**config.mk**
```make
export PLATFORM = sky130hd
export DESIGN_NAME = output_drain
export DESIGN_NICKNAME = d
export VERILOG_FILES = /design/src/rtl/output_drain.sv
export SDC_FILE = /design/constraint.sdc
export NUM_CORES = 1
export LEC_CHECK = 0
export ABC_CLOCK_PERIOD_IN_PS = 10350
export CAP_MARGIN = 0
export CELL_PAD_IN_SITES_DETAIL_PLACEMENT = 1
export CELL_PAD_IN_SITES_GLOBAL_PLACEMENT = 2
export CORE_MARGIN = 10
export CORE_UTILIZATION = 28
export DETAILED_ROUTE_END_ITERATION = 6
export PLACE_DENSITY = 0.66
export SETUP_SLACK_MARGIN = 0.02
export SYNTH_ARGS = -nofsm -noshare
export SYNTH_HDL_FRONTEND = slang
export SYNTH_SLANG_ARGS = --single-unit
```
**constraint.sdc**
```tcl
create_clock -name clk -period 10.35 [get_ports clk]
set_input_delay 2.07 -clock clk [delete_from_list [all_inputs] [get_ports clk]]
set_output_delay 2.07 -clock clk [all_outputs]
set_load 0.05 [all_outputs]
```
**src/rtl/output_drain.sv**
```systemverilog
// ----------------------------------------------------------------------------
// output_drain
//
// Purpose:
//   Takes N-element activation vectors from the PE array result port and
//   buffers them in a small vector FIFO. Each buffered vector is split into
//   memory-width words of ELEMS_PER_WORD elements. The words are written to
//   sequential addresses with a valid/ready write port. The layer controller
//   starts a transfer with start and is told it finished through done.
//
// Ports:
//   clk          rising-edge clock
//   reset        asynchronous active-high reset
//   clear        synchronous abort: back to IDLE, FIFO flushed, no done pulse
//   start        single-cycle pulse, honoured only in IDLE
//   base_addr    first write address, latched on start
//   num_vectors  number of vectors in the transfer, latched on start
//   in_valid     in_array carries a vector
//   in_ready     block accepts the vector this cycle
//   in_array     N_DIM_ARRAY signed elements of ACT_DATA_WIDTH bits
//   wr_valid     write request valid (registered, stable until accepted)
//   wr_ready     memory accepts the write
//   wr_addr      write word address (wraps modulo 2^ADDR_WIDTH)
//   wr_data      packed word, element 0 in the LSBs
//   busy         transfer in progress
//   done         one-cycle pulse at the end of a transfer
// ----------------------------------------------------------------------------
module output_drain #(
   parameter int N_DIM_ARRAY    = 16,
   parameter int ACT_DATA_WIDTH = 8,
   parameter int ELEMS_PER_WORD = 4,
   parameter int FIFO_DEPTH     = 4,
   parameter int ADDR_WIDTH     = 16
) (
   input  logic                                             clk,
   input  logic                                             reset,
   input  logic                                             clear,
   input  logic                                             start,
   input  logic [ADDR_WIDTH-1:0]                            base_addr,
   input  logic [15:0]                                      num_vectors,
   input  logic                                             in_valid,
   output logic                                             in_ready,
   input  logic signed [N_DIM_ARRAY-1:0][ACT_DATA_WIDTH-1:0] in_array,
   output logic                                             wr_valid,
   input  logic                                             wr_ready,
   output logic [ADDR_WIDTH-1:0]                            wr_addr,
   output logic [ELEMS_PER_WORD*ACT_DATA_WIDTH-1:0]         wr_data,
   output logic                                             busy,
   output logic                                             done
);

   localparam int WORDS  = N_DIM_ARRAY / ELEMS_PER_WORD;
   localparam int WORD_W = ELEMS_PER_WORD * ACT_DATA_WIDTH;
   localparam int VEC_W  = N_DIM_ARRAY * ACT_DATA_WIDTH;
   localparam int PTR_W  = (FIFO_DEPTH > 1) ? $clog2(FIFO_DEPTH) : 1;
   localparam int OCC_W  = PTR_W + 1;
   localparam int WIDX_W = (WORDS > 1) ? $clog2(WORDS) : 1;

   localparam logic [WIDX_W-1:0] LAST_WIDX = WIDX_W'(WORDS - 1);
   localparam logic [OCC_W-1:0]  FULL_OCC  = OCC_W'(FIFO_DEPTH);

   typedef enum logic [1:0] {
      S_IDLE = 2'd0,
      S_RUN  = 2'd1,
      S_DONE = 2'd2
   } state_t;

   // ------------------------------------------------------------------------
   // State registers
   // ------------------------------------------------------------------------
   state_t                  state_q,     state_d;
   logic [15:0]             num_q,       num_d;
   logic [15:0]             acc_cnt_q,   acc_cnt_d;    // vectors accepted
   logic [15:0]             vec_cnt_q,   vec_cnt_d;    // vectors fully written
   logic [PTR_W-1:0]        wr_ptr_q,    wr_ptr_d;
   logic [PTR_W-1:0]        rd_ptr_q,    rd_ptr_d;
   logic [OCC_W-1:0]        occ_q,       occ_d;
   logic [WIDX_W-1:0]       widx_q,      widx_d;       // word index inside head vector
   logic                    in_ready_q,  in_ready_d;
   logic                    wr_valid_q,  wr_valid_d;
   logic [ADDR_WIDTH-1:0]   wr_addr_q,   wr_addr_d;
   logic [WORD_W-1:0]       wr_data_q,   wr_data_d;
   logic                    busy_q,      busy_d;
   logic                    done_q,      done_d;

   // Vector storage; contents need no reset because occupancy gates every read
   logic [VEC_W-1:0]        fifo_mem [FIFO_DEPTH];

   logic                    accept;
   logic                    handshake;
   logic                    pop;
   logic                    push_en;
   logic [VEC_W-1:0]        head_vec;

   assign accept    = in_valid && in_ready_q;
   assign handshake = wr_valid_q && wr_ready;
   assign pop       = handshake && (widx_q == LAST_WIDX);
   assign push_en   = accept && !clear;

   // ------------------------------------------------------------------------
   // Next-state logic
   // ------------------------------------------------------------------------
   always_comb begin
      state_d   = state_q;
      num_d     = num_q;
      acc_cnt_d = acc_cnt_q;
      vec_cnt_d = vec_cnt_q;
      wr_ptr_d  = wr_ptr_q;
      rd_ptr_d  = rd_ptr_q;
      occ_d     = occ_q;
      widx_d    = widx_q;
      wr_addr_d = wr_addr_q;

      case (state_q)
         S_IDLE: begin
            if (start) begin
               num_d     = num_vectors;
               wr_addr_d = base_addr;
               acc_cnt_d = '0;
               vec_cnt_d = '0;
               wr_ptr_d  = '0;
               rd_ptr_d  = '0;
               occ_d     = '0;
               widx_d    = '0;
               state_d   = (num_vectors == 16'd0) ? S_DONE : S_RUN;
            end
         end

         S_RUN: begin
            if (accept) begin
               wr_ptr_d  = wr_ptr_q + 1'b1;
               acc_cnt_d = acc_cnt_q + 16'd1;
            end
            if (handshake) begin
               wr_addr_d = wr_addr_q + 1'b1;
               widx_d    = (widx_q == LAST_WIDX) ? '0 : widx_q + 1'b1;
            end
            if (pop) begin
               rd_ptr_d  = rd_ptr_q + 1'b1;
               vec_cnt_d = vec_cnt_q + 16'd1;
               // 17-bit compare so num_vectors = 65535 cannot overflow
               if (({1'b0, vec_cnt_q} + 17'd1) == {1'b0, num_q}) begin
                  state_d = S_DONE;
               end
            end
            // Push and pop together leave occupancy unchanged
            if (accept && !pop) begin
               occ_d = occ_q + 1'b1;
            end else if (pop && !accept) begin
               occ_d = occ_q - 1'b1;
            end
         end

         S_DONE: begin
            state_d = S_IDLE;
         end

         default: begin
            state_d = S_IDLE;
         end
      endcase

      // Abort overrides everything, including a same-cycle start or accept
      if (clear) begin
         state_d   = S_IDLE;
         num_d     = '0;
         acc_cnt_d = '0;
         vec_cnt_d = '0;
         wr_ptr_d  = '0;
         rd_ptr_d  = '0;
         occ_d     = '0;
         widx_d    = '0;
         wr_addr_d = '0;
      end
   end

   // ------------------------------------------------------------------------
   // Registered outputs, computed from the next-state values so that they
   // line up with the state they describe. in_ready therefore only rises a
   // cycle after the FIFO stops being full.
   // ------------------------------------------------------------------------
   always_comb begin
      in_ready_d = (state_d == S_RUN) && (occ_d != FULL_OCC) && (acc_cnt_d < num_d);
      wr_valid_d = (state_d == S_RUN) && (occ_d != '0);
      busy_d     = (state_d == S_RUN);
      done_d     = (state_d == S_DONE);

      // Next head vector; a vector pushed into an FIFO that drains to empty
      // this cycle is not in memory yet, so it is forwarded from the input.
      head_vec = fifo_mem[rd_ptr_d];
      if (accept && (wr_ptr_q == rd_ptr_d)) begin
         head_vec = in_array;
      end

      wr_data_d = '0;
      if (wr_valid_d) begin
         wr_data_d = head_vec[int'(widx_d) * WORD_W +: WORD_W];
      end
   end

   always_ff @(posedge clk) begin
      if (push_en) begin
         fifo_mem[wr_ptr_q] <= in_array;
      end
   end

   always_ff @(posedge clk or posedge reset) begin
      if (reset) begin
         state_q    <= S_IDLE;
         num_q      <= '0;
         acc_cnt_q  <= '0;
         vec_cnt_q  <= '0;
         wr_ptr_q   <= '0;
         rd_ptr_q   <= '0;
         occ_q      <= '0;
         widx_q     <= '0;
         in_ready_q <= 1'b0;
         wr_valid_q <= 1'b0;
         wr_addr_q  <= '0;
         wr_data_q  <= '0;
         busy_q     <= 1'b0;
         done_q     <= 1'b0;
      end else begin
         state_q    <= state_d;
         num_q      <= num_d;
         acc_cnt_q  <= acc_cnt_d;
         vec_cnt_q  <= vec_cnt_d;
         wr_ptr_q   <= wr_ptr_d;
         rd_ptr_q   <= rd_ptr_d;
         occ_q      <= occ_d;
         widx_q     <= widx_d;
         in_ready_q <= in_ready_d;
         wr_valid_q <= wr_valid_d;
         wr_addr_q  <= wr_addr_d;
         wr_data_q  <= wr_data_d;
         busy_q     <= busy_d;
         done_q     <= done_d;
      end
   end

   assign in_ready = in_ready_q;
   assign wr_valid = wr_valid_q;
   assign wr_addr  = wr_addr_q;
   assign wr_data  = wr_data_q;
   assign busy     = busy_q;
   assign done     = done_q;

endmodule

```
After elaboration in Yosys (flattened, before gate mapping):

Memories as Yosys holds them, arrays and structs flattened.
Cells that the tools add are included.

* add/sub/neg operators: 9
* order comparisons: 1
* equality and inequality tests: 11
* shift-type cells: 1
* mux-type cells: 43
* reduce and logical (&&, ||, !) cells: 20

Operators with widths (number)
* $mux 16: 12
* $mux 128: 1
* $shiftx 128x8->32: 1
* $pmux 16 s2: 3
* $add 16x1->16 const B: 3
* $mux 32: 1
* $mux 2: 15
* $add 16x1->17 const B: 1
* $eq 17x16->1: 1
* $logic_not 16->1: 1
* $lt 16x16->1: 1
* $pmux 2 s2: 4
* $ne 3x3->1 const B: 5
* $mux 3: 4
* $logic_and 1x1->1: 10
* $reduce_and 3->1: 3
* $add 2x1->2 const B: 3
* $pmux 3 s2: 1
* $reduce_bool 3->1: 2
* $eq 2x1->1 const B: 2
* $eq 2x2->1 const B: 2
* $add 3x1->3 const B: 1
* $logic_not 1->1: 3
* $sub 3x1->3 const B: 1
* 3 further kinds: 4

* bits in registers: 111
* memory bits (writable): 512
* output and inout bits: 52
* word-level logic and storage cells: 100
* memories: 1

Memory list
* fifo_mem: words 4, bits a word 128, read ports 1, clocked after Yosys merged registers in 0, wr ports 1, RTL line 87 `logic [VEC_W-1:0] fifo_mem [FIFO_DEPTH];`

Depth between registers and ports, before layout:

Gate-level depths: netlist of run 1.

* depth after elaboration: 10
* mapped depth: 15

Least setup slack after synthesis of run 1:

OpenSTA, ideal clock, no wires.

* path type: input-to-reg
* start: input clear
* end: memory fifo_mem[0][0] (netlist bit) (enable)
* arrival: 11.975 ns
* data required time: 9.552 ns
* path slack: -2.424 ns
* stages: 4
* cells stage by stage: clkbuf_1 > clkbuf_1 > clkbuf_1 > nor3b_1

* word-level cells in the longest chain between the ends: 4

RTL lines
* start: declaration: RTL line 37 `input logic clear,`
* $logic_not 1->1: RTL line 98 `assign push_en = accept && !clear;`
* $logic_and 1x1->1: RTL line 98
* $mux 1: RTL line 202 `if (push_en) begin`
* $mux 1 (not written as such): RTL line 203 `fifo_mem[wr_ptr_q] <= in_array;`
* end: declaration: RTL line 87

No other way between the ends.

Worst setup path after layout of run 1:

* start: input wr_ready
* end: register wr_data_q[31] (netlist: wr_data[31])

* word-level cells in the longest chain between the ends: 10

RTL lines
* start: declaration: RTL line 45 `input logic wr_ready,`
* $logic_and 1x1->1 (*): RTL line 96 `assign handshake = wr_valid_q && wr_ready;`
* parallel branches: the longest is 8 deep, another holds $mem_v2 4x128
* $mux 32 (*): RTL line 196 `if (wr_valid_d) begin`
* named net wr_data_d[31]: RTL line 82 `logic [WORD_W-1:0] wr_data_q, wr_data_d;`
* end signal: assignment: RTL line 235 `wr_data_q <= wr_data_d;`
* end: declaration: RTL line 82

Mark *: on every way through the listed nets, which the timed path passes.
A chain may end at the register's enable or synchronous reset.

==> results of run 1 <==
## state kept, by name, indices dropped and copies added, names as in the netlist
register,cells
fifo_mem,512
wr_data,32
acc_cnt_q,16
num_q,16
vec_cnt_q,16
wr_addr,16
occ_q,3
rd_ptr_q,2
state_q,2
widx_q,2
wr_ptr_q,2
busy,1
done,1
in_ready,1
wr_valid,1
## area by class of cell
| class | count | area share |
|---|---|---|
| clock buffers | 96 | 0.0601 |
| multi-input cells | 1230 | 0.256 |
| flip-flops and latches | 623 | 0.544 |
| well taps | 1276 | 0.0479 |
| clock inverters | 40 | 0.0146 |
| repair buffers | 247 | 0.0732 |
| inverters | 31 | 0.00386 |
| diodes | 3 | 0.000225 |
## metal layers
metal  wire (um)  track usage  up-vias
met3        5040       0.0345      140
met5         152            0        -
met4        1930       0.0418       24
met2       42200        0.257      445
met1       39400        0.206     9427
li1            -            -     8082
## worst max-delay path, stage by stage
cell and delay [ps]:
sky130_fd_sc_hd__clkdlybuf4s50_1 550, sky130_fd_sc_hd__and3_1 560, sky130_fd_sc_hd__and4_1 330, sky130_fd_sc_hd__o21ai_4 90
sky130_fd_sc_hd__inv_8 620, sky130_fd_sc_hd__buf_4 850, sky130_fd_sc_hd__nand2_1 140, sky130_fd_sc_hd__a32o_1 300
sky130_fd_sc_hd__or4_1 510, sky130_fd_sc_hd__a2111oi_0 500
## logic make-up after synthesis
kind of cell             Yosys count  share of synthesized area
flip-flops                       623                      0.665
AO/OA/AOI/OAI                    368                      0.101
XOR/XNOR                          30                    0.00963
buffers and inverters            163                     0.0261
AND/OR/NAND/NOR                  588                      0.100
multiplexers                     219                     0.0865
adder cells (fa/ha/maj)           25                     0.0115
## metrics by stage
| step | hold slack [ps] | util |
|---|---|---|
| finish | 552 | 0.345 |
| global route | 576 | 0.345 |
| CTS | 562 | 0.345 |
| detailed placement | 549 | 0.319 |
| global placement | 521 | 0.319 |
| floorplan | 485 | - |
## worst paths after layout
check / startpoint / to / slack (ps) / cells after the start
max reg2reg: widx_q[0] / wr_data[31] / 5380 / 10
max: wr_ready / wr_data[31] / 4150 / 10
max in group asynchronous: reset / vec_cnt_q[3] / 7050 / 3
min: occ_q[2] / occ_q[2] / 550 / 2
min reg2reg: occ_q[2] / occ_q[2] / 550 / 2
min in group asynchronous: reset / wr_addr[2] / 2010 / 2
## where the power goes
part	switching, mW	leakage [nW]	internal, mW
combinational	0.206	4.01	0.126
clock	1.10	1.21	1.56
sequential	0.0169	6.14	2.74
total	1.33	11.4	4.43
## placed cells by master, fill, tap and decap left out, types with 35 or more instances in the layout
master | netlist | routed
sky130_fd_sc_hd__mux2_2 | 134 | 133
sky130_fd_sc_hd__nand2_1 | 312 | 309
sky130_fd_sc_hd__edfxtp_1 | 512 | 512
sky130_fd_sc_hd__o21ai_0 | 45 | 45
sky130_fd_sc_hd__dfrtp_1 | 111 | 111
sky130_fd_sc_hd__o22ai_1 | 64 | 64
sky130_fd_sc_hd__a32o_1 | 67 | 67
sky130_fd_sc_hd__nor2_1 | 68 | 66
sky130_fd_sc_hd__clkdlybuf4s50_1 | 0 | 216
sky130_fd_sc_hd__a21oi_1 | 98 | 98
sky130_fd_sc_hd__nand3_1 | 60 | 59
sky130_fd_sc_hd__clkbuf_16 | 0 | 74
sky130_fd_sc_hd__or4_1 | 35 | 35
sky130_fd_sc_hd__mux2i_1 | 84 | 83
==> results.txt, run 1 <==
H-tree levels: 3
Layout filler cell count: 10200
Post-CTS setup repair buffer count: 0
Multi-input gate area: 8530 um^2
Async SR Flop Fraction: 0.178
Inserted Clock Buffers: 74
Number of max-slew violations in the final report: 0
Final standard cell count with taps included and fillers excluded: 3546
Post-synth EDFFs: 512
Clock tree skew after final layout: 43.3 ps
Area growth from synthesis to final layout: 22.2%
Largest net degree at the start of global routing: 129
Overall routing resource usage: 0.157
Global-route wire length before repair: 132000 um
Synthesized cell area: 27300 um^2
Kind of end point of the critical path: flop
Remaining routing DRC violations: 0
Congestion Overflow GR: 0
Avg Cell Area, Syn: 13.5 um^2
Final clock period utilization by the worst path: 0.599
Worst-margin pin slew: 1140 ps
Source-to-sink clock delay at the later pin of the worst-skew pair: 650 ps
Type of the worst min-delay path: reg2reg
Post-synth net total: 2207
Die area: 110000 um^2
Worst IR drop on VDD: 102 uV
Result of the run: finished, final reports clean
RSZ-0062 raised after global routing: no
Portion of the post-synthesis area used by sequential elements: 0.665
Initial DRC count: 1290
Kind of start point of the critical path: primary input
Clock Tree Root: sky130_fd_sc_hd__clkbuf_16
Setup Crit Path Kind: in2reg
Max transition margin: 0.243
Maximum fanout count along the critical path: 123
Max-capacitance violation count: 0
Minimum period implied by the final worst setup slack: 6200 ps
Clk sinks: 623
Number of instances in the placed design: 3407
TNS Setup: 0 ps
FMAX: 161 MHz
Estimated wirelength of the detail-placed design: 50500 um
Net count of the finished layout: 2398
Routed len/inst: 25.0 um
Synth area leaders: sky130_fd_sc_hd__edfxtp_1 56%, sky130_fd_sc_hd__dfrtp_1 10%, sky130_fd_sc_hd__mux2_2 5.5%
Leading area contributor after synthesis: sky130_fd_sc_hd__edfxtp_1
Antenna violations before repair: 18
Post-synthesis cell type count: 64
Leakage Power: 11.4 nW
Chip width: 332 um
Top cell types by occurrence after synthesis: 512 x sky130_fd_sc_hd__edfxtp_1, 312 x sky130_fd_sc_hd__nand2_1, 134 x sky130_fd_sc_hd__mux2_2
Total power divided by cell area: 173 nW/um^2
Cell with the most instances after synthesis: sky130_fd_sc_hd__edfxtp_1
Detail-routed via count per cell: 5.11
Number of standard cells after synthesis: 2016
Final design area excluding fillers: 33300 um^2
Via count of the first global-routing pass: 19600
Share of the synthesized area in the top cell type: 0.564
Number of rows in the core area: 114
Overall power: 5.76 mW
Number of port buffers: 217
I/O pins: 218
Number of endpoints failing setup at the final stage: 0
Data arrival at the endpoint of the critical path: 6680 ps
Maximum clock path buffer count: 3
Post-Place Setup Slack: 3520 ps
Remaining antenna violation count after routing: 0
Via count: 18100
Yosys reg bits: 623
TritonCTS clock tree: done
Routed wire length: 88700 um
Die extent in y: 332 um
Final GP Congestion: 0.757
Yosys warning total: 0
Number of search-and-repair iterations in the first detailed-routing pass: 5
Ys flop type: sky130_fd_sc_hd__edfxtp_1
Hold violation total from the final report: 0
Final setup margin: 4150 ps
Placeable core region: 96700 um^2
Resized Gates After CTS: 0
Cell area after placement: 30800 um^2
Initial Utilization: 0.282
Area taken by flip-flops and latches: 18200 um^2
Clock slew seen by the registers of the worst setup and hold paths: 60 ps
Data required time at the worst endpoint: 10830 ps
Share of final-layout standard cells stronger than drive strength 1: 0.155
Hold Buf Count CTS: 0
Note: power is estimated with default switching activity, not from simulation.
==> run 2, diff against run 1 <==
ABC_CLOCK_PERIOD_IN_PS = 5000   (was 10350)
clock period = 5 ns   (was 10.35 ns; I/O delays follow)
==> results.txt, run 2 (synthesis gave the netlist of run 1 again) <==
Largest net degree at the start of global routing: 129
Largest Register: fifo_mem
I/O pins: 218
Antenna violations before repair: 15
Resized Gates After CTS: 0
Number of max-slew violations in the final report: 0
Setup Crit Path Kind: reg2reg
Placeable core region: 96700 um^2
Clock tree skew after final layout: 41.2 ps
Max-capacitance violation count: 0
Leakage Power: 11.6 nW
Final setup margin: 1090 ps
Inserted Clock Buffers: 73
Post-Place Setup Slack: 501 ps
H-tree levels: 3
Number of rows in the core area: 114
Initial Utilization: 0.282
Cell area after placement: 31300 um^2
Overall power: 12.0 mW
Routed len/inst: 24.5 um
Total power divided by cell area: 354 nW/um^2
Number of search-and-repair iterations in the first detailed-routing pass: 5
Largest register FFs: 512
Net count of the finished layout: 2418
Commonest cells after routing, fill and taps aside: 512 x sky130_fd_sc_hd__edfxtp_1, 309 x sky130_fd_sc_hd__nand2_1, 216 x sky130_fd_sc_hd__clkdlybuf4s50_1
Detail-routed via count per cell: 5.10
Most common cell after layout, fill and taps aside: sky130_fd_sc_hd__edfxtp_1
Chip width: 332 um
Share of final-layout standard cells stronger than drive strength 1: 0.160
Kind of start point of the critical path: flop
Die area: 110000 um^2
Congestion Overflow GR: 0
Final GP Congestion: 0.774
Final clock period utilization by the worst path: 0.782
Final cell utilization of the core: 0.350
Hold Buf Count CTS: 0
Remaining routing DRC violations: 0
Final design area excluding fillers: 33800 um^2
Estimated wirelength of the detail-placed design: 52900 um
Via count of the first global-routing pass: 19500
Minimum period implied by the final worst setup slack: 3910 ps
Global-route wire length before repair: 130000 um
Max transition margin: 0.276
Data required time at the worst endpoint: 5440 ps
Maximum clock path buffer count: 3
Die extent in y: 332 um
Clk sinks: 623
FMAX: 256 MHz
Overall routing resource usage: 0.154
RSZ-0062 raised after global routing: no
Clock slew seen by the registers of the worst setup and hold paths: 60 ps
Layout filler cell count: 10100
Worst IR drop on VDD: 232 uV
Clock Tree Root: sky130_fd_sc_hd__clkbuf_16
Via count: 18200
Hold violation total from the final report: 0
Routed wire length: 87500 um
Type of the worst min-delay path: reg2reg
Number of endpoints failing setup at the final stage: 0
Maximum fanout count along the critical path: 43
Area growth from synthesis to final layout: 23.9%
Post-CTS setup repair buffer count: 0
Initial DRC count: 1303
TritonCTS clock tree: done
Result of the run: finished, final reports clean
Source-to-sink clock delay at the later pin of the worst-skew pair: 630 ps
Remaining antenna violation count after routing: 0
Data arrival at the endpoint of the critical path: 4350 ps
Number of port buffers: 217
Kind of end point of the critical path: flop
Worst-margin pin slew: 1080 ps
-- run 2: cell type report --
cell class	instances	area, um^2	share of cell area
sequential	623	18200	0.537
timing repair buffer	268	2890	0.0854
multi-input combinational	1230	8550	0.253
antenna	1	2.50	0.0000740
inverter	31	130	0.00385
clock buffer	104	2030	0.0602
tap	1276	1600	0.0472
clock inverter	31	465	0.0138
-- run 2: critical path, cell delays in order (launching register included) --
cell and delay, ps:
sky130_fd_sc_hd__dfrtp_1 740, sky130_fd_sc_hd__nand2b_1 220, sky130_fd_sc_hd__buf_4 430, sky130_fd_sc_hd__o21ai_0 210, sky130_fd_sc_hd__a21o_1 270, sky130_fd_sc_hd__and2_2 360
sky130_fd_sc_hd__buf_12 250, sky130_fd_sc_hd__a32o_1 240, sky130_fd_sc_hd__or4_1 510, sky130_fd_sc_hd__a2111oi_0 480
-- run 2: routing by layer --
| layer | GRT usage | up-vias | wire (um) |
|---|---|---|---|
| met3 | 0.0350 | 123 | 4670 |
| met2 | 0.252 | 446 | 41400 |
| met1 | 0.204 | 9456 | 39500 |
| li1 | - | 8135 | - |
| met4 | 0.0375 | 18 | 1820 |
| met5 | 0 | - | 117 |
-- run 2: where the power goes --
| part | switching (mW) | internal (mW) | total (mW) |
|---|---|---|---|
| Combinational | 0.433 | 0.275 | 0.708 |
| Sequential | 0.0376 | 5.68 | 5.71 |
| Clock | 2.22 | 3.34 | 5.55 |
| Total | 2.69 | 9.29 | 12.0 |
-- run 2: final timing paths --
check / start / cells after the start / endpoint / slack [ps]
worst min register to register: occ_q[2] / 2 / occ_q[2] / 550
worst max register to register: state_q[1] / 9 / wr_data[31] / 1090
worst max-delay path: state_q[1] / 9 / wr_data[31] / 1090
max in group asynchronous: reset / 3 / wr_data[21] / 3130
worst min-delay path: occ_q[2] / 2 / occ_q[2] / 550
min in group asynchronous: reset / 2 / wr_addr[13] / 1070
-- run 2: stage by stage --
step	setup TNS [ps]	instances	hold WS, ps
after global placement	0	3428	518
after detailed placement	0	3428	543
after CTS	0	3563	550
final	0	3564	554
after floorplan	-68380	2016	485
after global routing	0	3564	569
